--- src/rtl/time_down.sv ---
// Count-down timer: loads a programmed value on trig, decrements to zero, and
// flags expiry with a one-cycle timeout pulse and a sticky irq. One-shot or auto-reload.
module time_down #(
  parameter int WIDTH = 32
) (
  input  logic             clk,
  input  logic             rst_n,
  input  logic             trig,
  input  logic             stop,
  input  logic             pause,
  input  logic [WIDTH-1:0] cfg_load,
  input  logic             cfg_periodic,
  input  logic             irq_clr,
  output logic [WIDTH-1:0] cnt,
  output logic             busy,
  output logic             paused,
  output logic             timeout,
  output logic             irq
);

  typedef enum logic [1:0] {
    IDLE  = 2'd0,
    RUN   = 2'd1,
    PAUSE = 2'd2
  } state_t;

  state_t           state, state_nx;
  logic [WIDTH-1:0] load_reg, load_nx;
  logic [WIDTH-1:0] cnt_nx;
  logic             timeout_nx;
  logic             irq_nx;

  function automatic logic is_last(input logic [WIDTH-1:0] v);
    return (v <= WIDTH'(1));
  endfunction

  always_ff @(posedge clk or negedge rst_n) begin
    if (!rst_n) begin
      state    <= IDLE;
      cnt      <= '0;
      load_reg <= '0;
      timeout  <= 1'b0;
      irq      <= 1'b0;
    end else begin
      state    <= state_nx;
      cnt      <= cnt_nx;
      load_reg <= load_nx;
      timeout  <= timeout_nx;
      irq      <= irq_nx;
    end
  end

  always_comb begin
    state_nx   = state;
    cnt_nx     = cnt;
    load_nx    = load_reg;
    timeout_nx = 1'b0;
    // irq_clr only matters when no expiry happens this cycle; expiry overrides below
    irq_nx     = irq & ~irq_clr;

    if (stop) begin
      state_nx = IDLE;
      cnt_nx   = '0;
    end else if (trig && (cfg_load != '0)) begin
      load_nx  = cfg_load;
      cnt_nx   = cfg_load;
      state_nx = RUN;
    end else begin
      unique case (state)
        RUN: begin
          if (pause) begin
            state_nx = PAUSE;
          end else if (!is_last(cnt)) begin
            cnt_nx = cnt - WIDTH'(1);
          end else begin
            timeout_nx = 1'b1;
            irq_nx     = 1'b1;
            if (cfg_periodic) begin
              cnt_nx = load_reg;
            end else begin
              cnt_nx   = '0;
              state_nx = IDLE;
            end
          end
        end
        PAUSE: begin
          // leaving PAUSE costs one hold cycle before decrement resumes
          if (!pause) state_nx = RUN;
        end
        default: ;
      endcase
    end
  end

  assign busy   = (state == RUN) || (state == PAUSE);
  assign paused = (state == PAUSE);

endmodule
--- config.mk ---
export PLATFORM = sky130hd
export DESIGN_NAME = time_down
export DESIGN_NICKNAME = d
export VERILOG_FILES = /design/src/rtl/time_down.sv
export SDC_FILE = /design/constraint.sdc
export NUM_CORES = 1
export LEC_CHECK = 0
export BUFFER_PORTS_ARGS = -buffer_cell sky130_fd_sc_hd__buf_2
export CORE_ASPECT_RATIO = 0.75
export CORE_UTILIZATION = 40
export CTS_CLUSTER_DIAMETER = 100
export DETAILED_ROUTE_END_ITERATION = 8
export PLACE_DENSITY = 0.67
export SYNTH_ARGS = -nofsm -noshare
export SYNTH_HDL_FRONTEND = slang
export SYNTH_SLANG_ARGS = --single-unit
--- constraint.sdc ---
create_clock -name clk -period 5.5 [get_ports clk]
set_input_delay 0 -clock clk [delete_from_list [all_inputs] [get_ports clk]]
set_output_delay 0 -clock clk [all_outputs]
set_load 0.02 [all_outputs]
==> results.txt, run 1 <==
In the final layout, the share of cells above drive strength 1 is 0.1886. The library cell used most frequently in the layout, excluding fill and tap cells, is nand2_1. The maximum clock frequency came out at 291.4 MHz. The starting density of the core is 0.4171. The total global routing track utilization is 0.2594. The antenna cell count came out at 0. The required time at the endpoint of the critical path came out at around 5.7 ns. Clock latency on the worst-skew pair, taken at its later pin, is 0.34 ns. The final hold violation count is 0.

The width of the die is 118.8 um. The number of global-route vias before repair was 4073. The power density relative to cell area is 273.3 nW/um^2. The number of flops mapped to enable cells by yosys came out at 0. The worst hold path belongs to the class input pin to flop. The number of synthesized register bits is 68. The final worst-path cycle share came out at 0.6239.

The number of antenna violations at the first check in global routing came out at 0. The post-CTS setup buffer count is 0. In the layout the commonest cells are nand2_1 (133), buf_2 (74), dfrtp_1 (68). Clock tree synthesis selected as its root buffer the cell clkbuf_16.

The final weighted congestion of routability-driven global placement is 0.8535. The sum of overflow across all layers after global routing is 0. The slew of the pin with the lowest slew margin is 0.9548 ns. The vias after detailed routing came out at between 4k and 5k.

Setup repair after global routing left no endpoint under its margin. The type of origin of the critical path is a flop. Each instance of the synthesized netlist takes up on average 8.235 sq um. The first-pass iteration count of the detailed router is 7. The signal on the critical path passes through or4_4 > or4_4 > or4_1 > buf_4 > o21ai_0 > a211o_1 > a311oi_2.

The final critical-path required period is 3.432 ns. The wire length of the first global-routing pass came out at 21430 um. The final-layout setup total negative slack is 0 ns. The relative slew slack is 0.3621. The final number of max-transition violations came to 0. TritonCTS built the clock tree. On the critical path the largest part of the delay comes from simple AND/OR/NAND/NOR gates. The leakage power total came out at 2.367 nW. Data on the critical path arrives at its endpoint at roughly 3.6 ns. The slack of the worst reg-to-reg path is ~2.1 ns.

The full die area came out at 10640 sq um. The placed wire-length estimate after detailed placement is 8516 um. The post-route DRC violation count came out at 0.

The largest buffer count on any clock path is 2. In this design, the stage delay of the slowest critical-path cell is 0.73 ns. The largest net degree at the start of global routing came out at 69. Wires add up to between 10000 and 15000 um. The count of warnings emitted by yosys is 0.

Compared with the post-synthesis result, the final layout area differs by 26.23%. The run finished with clean final reports. For this design, the slowest cell found on the critical path is or4_1. In the synthesized netlist the dominant register cell turns out to be dfrtp_1. The total of endpoints with negative setup slack in the final report came out at 0.

The floorplan has 31 rows. The number of buffers inserted during clock tree synthesis is 9. Counting both buffers and inverters, the worst setup path holds a total of 1. The count of nets left with antenna violations once routing finished came out at 0. The number of buffers inserted by port buffering came out at 74. The core footprint is 9813 sq um. The worst setup path is captured at a flop. The wire length per cell came out at between 15 and 20 um.

The worst setup path category is flop to flop. The net count after synthesis is 540. The mapped netlist covers roughly 4000 sq um. The per-cell via count in the routed design is 5.833. The sequential share of the synthesized area came out at 0.4158.

The final layout contains 633 nets. The final core utilization came out at 0.5265. Among the stages of the critical path, the cell type that occurs most often is or4_4. The count of mapped cells out of synthesis came out at 497. The die is 89.60 um tall. The number of DRC markers in iteration 0 came out at between 300 and 400.

Counting distinct cell types in the post-synthesis netlist gives 51. The max capacitance violation total came out at 0. The fill cell instance count of the final layout is 912. The number of clock sinks is ~70. On the final layout, the worst clock skew is approximately 0.013 ns.

The maximum vdd drop is 0.1676 mV. The top-level port count is 75. The number of H-tree levels came out at 3. The CTS clock-pin slew for the worst setup and hold paths is approximately 0.06 ns. The share of flip-flops with an asynchronous set or reset after synthesis came out at 1.000. Of all nets on the critical path, the largest fanout is 33.
worst reg2reg max path: cells and delay by family, from the launching register on:
kind                   cells  cell delay [ns]
DFF                        1             0.43
and+or+nand+nor            3             1.82
buffers and inverters      1             0.36
AOI/OAI and AO/OA          3             0.67
metal layers:
metal	vias to the layer above	global-route usage	wire length [um]
li1	1975	-	-
met2	209	0.3961	5498
met5	-	0	0
met1	2026	0.3626	6022
met3	25	0.05808	1073
met4	0	0.09896	244
stage by stage:
| step | total power [mW] | area, sq um | setup slack [ns] | cells | hold WS [ns] |
|---|---|---|---|---|---|
| 4_1_cts | 1.416 | 5166 | 2.073 | 726 | 0.04866 |
| 3_3_place_gp | 0.8558 | 4557 | 2.184 | 677 | 0.2050 |
| 2_1_floorplan | 0.7604 | 4093 | 2.706 | 497 | -0.2956 |
| 5_1_grt | 1.478 | 5166 | 1.865 | 726 | 0.08170 |
| 3_5_place_dp | 0.8627 | 4557 | 2.104 | 677 | 0.1978 |
| 6_report | 1.412 | 5166 | 2.068 | 726 | 0.05208 |
area by class of cell:
class                   instances  area (sq um)  area share
well taps                     132         165.2     0.03197
flip-flops and latches         68          1702      0.3294
clock inverters                 4         26.28    0.005086
clock buffers                  11         242.7     0.04698
multi-input cells             385          2218      0.4294
repair buffers                117         778.2      0.1506
inverters                       9         33.78    0.006539
report_power, final:
| group | switching, mW | internal, mW | total [mW] |
|---|---|---|---|
| Clock | 0.221 | 0.314 | 0.535 |
| Combinational | 0.170 | 0.109 | 0.279 |
| Sequential | 0.0499 | 0.548 | 0.598 |
| Total | 0.441 | 0.971 | 1.41 |
final timing paths:
path | from | endpoint | cells past startpoint
max | cnt[18] | cnt[8] | 7
min | pause | state[1] | 3
max reg2reg | cnt[18] | cnt[8] | 7
min reg2reg | load_reg[6] | load_reg[6] | 2
max in group asynchronous | rst_n | load_reg[23] | 3
min in group asynchronous | rst_n | load_reg[27] | 3
cells in the mapped netlist (6+ instances only):
cell type    n  share of area
nor2_1      45          0.041
o2111ai_1   11          0.024
nor4_1      25          0.038
or3_1        7          0.011
o21ai_0     17          0.021
dfrtp_1     68           0.42
nand3_1     12          0.015
nor3_1      11          0.013
a311oi_1    18          0.039
inv_1        9         0.0083
a21oi_1      9          0.011
nand2_1    133           0.12
xnor2_1      6          0.013
a31oi_1      6         0.0092
xor2_1      17          0.036
clkbuf_1    26          0.024
o211ai_1     6          0.011
cell families (layout without fill, tap and decap cells):
logic type               Yosys count  count (layout)  share of synthesized area
AO/OA/AOI/OAI                    100             100                     0.1865
XOR/XNOR                          23              23                    0.04922
adder cells (fa/ha/maj)            4               4                    0.01223
buffers and inverters             44             141                    0.04769
flip-flops                        68              68                     0.4158
multiplexers                       4               4                    0.01070
AND/OR/NAND/NOR                  254             254                     0.2779
what timing repair did:
| item | in CTS | in global routing |
|---|---|---|
| resized for setup | 0 | 0 |
| hold buffers | 34 | 0 |
| endpoints found under the hold margin | 124 | 0 |
No activity file was read; power rests on OpenSTA's default activity.
==> run 2, diff against run 1 <==
==> constraint.sdc (replaced) <==
create_clock -name clk -period 3.25 [get_ports clk]
set_input_delay 0 -clock clk [delete_from_list [all_inputs] [get_ports clk]]
set_output_delay 0 -clock clk [all_outputs]
set_load 0.02 [all_outputs]
==> run 2 against run 1 <==
Final cell count up 1.4%; sequential power up 69%; worst setup slack worse by 1.8 ns; global-route usage down 0.46 points; critical endpoint is now cnt[4]; register-to-register slack worse by 1.8 ns; core utilization up 0.92 points; non-clock buffer count up 11; hold slack worse by 0.013 ns; combinational power up 76%; via count up 1.2%; routed wire length up 1.8%; critical path depth down 1.
==> results.txt, run 2 (synthesized netlist as in run 1, its figures left out) <==
The number of buffers inserted during clock tree synthesis is 9 (unchanged). Setup repair after global routing left no endpoint under its margin. The library cell used most frequently in the layout, excluding fill and tap cells, is nand2_1. The number of DRC markers in iteration 0 is 363 (-7.4%). The final worst-path cycle share came to 0.9071 (+0.2832). Among the stages of the critical path, the cell type that occurs most often is or4_4.

The cell family contributing the most delay on the critical path is simple AND/OR/NAND/NOR gates. The endpoint of the most critical register-to-register path is cnt[4]. The startpoint identified for the worst register-to-register timing path is cnt[18]. The quantity of hold-fixing buffers added after cts is 34 (unchanged).

The max capacitance violation total came out at 0 (unchanged). The final number of max-transition violations is 0 (unchanged). The signal on the critical path passes through or4_4 > or4_4 > or4_1 > buf_4 > a211o_1 > a311oi_2. The area of placed instances is 4639 sq um (+1.8%). STA classifies the critical path endpoint as a flop.

The starting density of the core came out at 0.4171 (unchanged). The total of endpoints with negative setup slack in the final report came out at 0 (unchanged). The power density relative to cell area came out at 460.2 nW/um^2 (+68%).

The final critical-path required period came out at 2.948 ns (-0.4835 ns). The worst setup path is launched from a flop. The critical path is of the flop to flop type. The largest incremental delay on the critical path came out at 0.58 ns (-0.15 ns). The relative slew slack is 0.5096 (+0.1475).

The top-level port count came out at 75 (unchanged). The net count reported at finish came out at 644 (+1.7%). The per-cell via count in the routed design is 5.822 (-0.19%). The maximum clock skew at final layout was 0.005902 ns (-0.007408 ns). The quantity of gates resized following cts is 0 (unchanged). The first-pass iteration count of the detailed router is 5 (-2). The run finished with clean final reports.

The layout-stage area growth over the synthesis result is 28.43%. The total length of routed wires is 13060 um (+1.8%). The total global routing track utilization is 0.2548 (-0.004591).

The number of rows in the core area came out at 31 (unchanged). The placed wire-length estimate after detailed placement is 8710 um (+2.3%). The CTS clock-pin slew for the worst setup and hold paths is 0.05 ns (about the same). The library cells used most frequently in the layout, excluding fill and tap cells, are nand2_1 (133), buf_2 (74), dfrtp_1 (68). The path category of the worst min-delay check is input pin to flop. The core footprint came out at 9813 sq um (unchanged). The cell count after placement was 688 (+1.6%). The total non-filler cell area in the finished layout came out at 5256 sq um (+1.7%). The slack of the worst reg-to-reg path came to 0.30 ns (-1.77 ns). The maximum fanout along the worst path is 27 (-18%). The wire length per cell came out at 17.75 um (+0.37%). The wire length of the first global-routing pass came out at 20810 um (-2.9%). The die height is 89.60 um (unchanged).

The share of post-route cells with drive strength above 1 came out at 0.2036 (+0.01509). The non-filler instance count after layout is 736 (+1.4%). The fill cell instance count of the final layout came out at 908 (-0.44%). The slew of the pin with the lowest slew margin was 0.7356 ns (-0.2192 ns). For this design, the slowest cell found on the critical path is or4_1. The number of buffer and inverter instances along the worst setup path came out at 1 (unchanged).

The full die area is 10640 sq um (unchanged). The worst hold path begins at pause. The post-route DRC violation count is 0 (unchanged). The maximum clock frequency is 339.2 MHz (+16%). The final-layout setup total negative slack came out at 0 ns (unchanged). The largest buffer count on any clock path came out at 2 (unchanged). The post-CTS setup buffer count was 0 (unchanged).

The worst-skew pair later-pin latency is 0.33 ns (about the same). For hold timing, the worst endpoint is state[1]. The number of buffers inserted by port buffering is 74 (unchanged). The sum of overflow across all layers after global routing was 0 (unchanged). The final hold violation count came out at 0 (unchanged). The width of the die is 118.8 um (unchanged). The maximum vdd drop came out at 0.2840 mV (+69%). The hold-critical path depth was 3 (unchanged).

TritonCTS built the clock tree. The number of clock sinks is 68 (unchanged). The critical path data arrival time came out at 3.18 ns (-0.44 ns). The largest net degree at the start of global routing came to 45 (-35%). The final weighted congestion of routability-driven global placement came to 0.8238 (-3.5%). The vias after detailed routing came out at 4285 (+1.2%).

The post-detailed-route count of antenna-violating nets came to 0 (unchanged). The number of global-route vias before repair came out at 3930 (-3.5%). The number of H-tree levels is 3 (unchanged). The leakage power total was 2.427 nW (+2.5%).

Clock tree synthesis selected as its root buffer the cell clkbuf_16. The antenna cell count is 0 (unchanged). The required time at the endpoint of the critical path is 3.48 ns (-2.21 ns).

The logic depth of the worst register-to-register path is 6 (-1). The number of antenna violations at the first check in global routing is 0 (unchanged).
==> run 2: layout make-up <==
cell class,instances,area [sq um],area share
multi-input cells,385,2218,0.4220
clock buffers,12,266.5,0.05070
well taps,132,165.2,0.03142
inverters,9,33.78,0.006427
flip-flops and latches,68,1702,0.3237
clock inverters,2,10.01,0.001904
repair buffers,128,860.8,0.1638
==> run 2: stage by stage <==
stage / power, mW / setup slack, ns / utilization / hold WS [ns]
CTS: 2.422 / 0.3231 / 0.5356 / 0.02833
floorplan: 1.287 / 0.4559 / - / -0.2956
global placement: 1.463 / 0.4079 / 0.4728 / 0.03955
global route: 2.521 / 0.1997 / 0.5356 / 0.07981
finish: 2.419 / 0.3018 / 0.5356 / 0.03925
detailed placement: 1.474 / 0.3281 / 0.4728 / 0.04226
==> run 2: report_power, final <==
group	internal, mW	switching (mW)
Clock	0.567	0.350
Sequential	0.927	0.0833
Combinational	0.197	0.294
==> run 2: per-layer routing <==
layer	routed length, um	global-route usage	up-vias
li1	-	-	2002
met1	5925	0.3559	2070
met2	5835	0.3982	199
met3	1157	0.05871	14
met4	144	0.07595	0
met5	0	0	-
==> run 2: worst max path at each step <==
stage,startpoint,to,slack [ns],cells after the start
finish,cnt[18],cnt[4],0.30,6
global route,cnt[18],cnt[7],0.20,7
CTS,cnt[18],cnt[7],0.32,7
detailed placement,cnt[18],cnt[7],0.33,7
global placement,cnt[18],cnt[3],0.41,6
floorplan,cnt[18],cnt[4],0.46,7
==> run 2: worst register-to-register path: stages, from the launching register on <==
cell,delay (ns)
dfrtp_1,0.44
or4_4,0.57
or4_4,0.43
or4_1,0.58
buf_4,0.27
a211o_1,0.31
a311oi_2,0.24
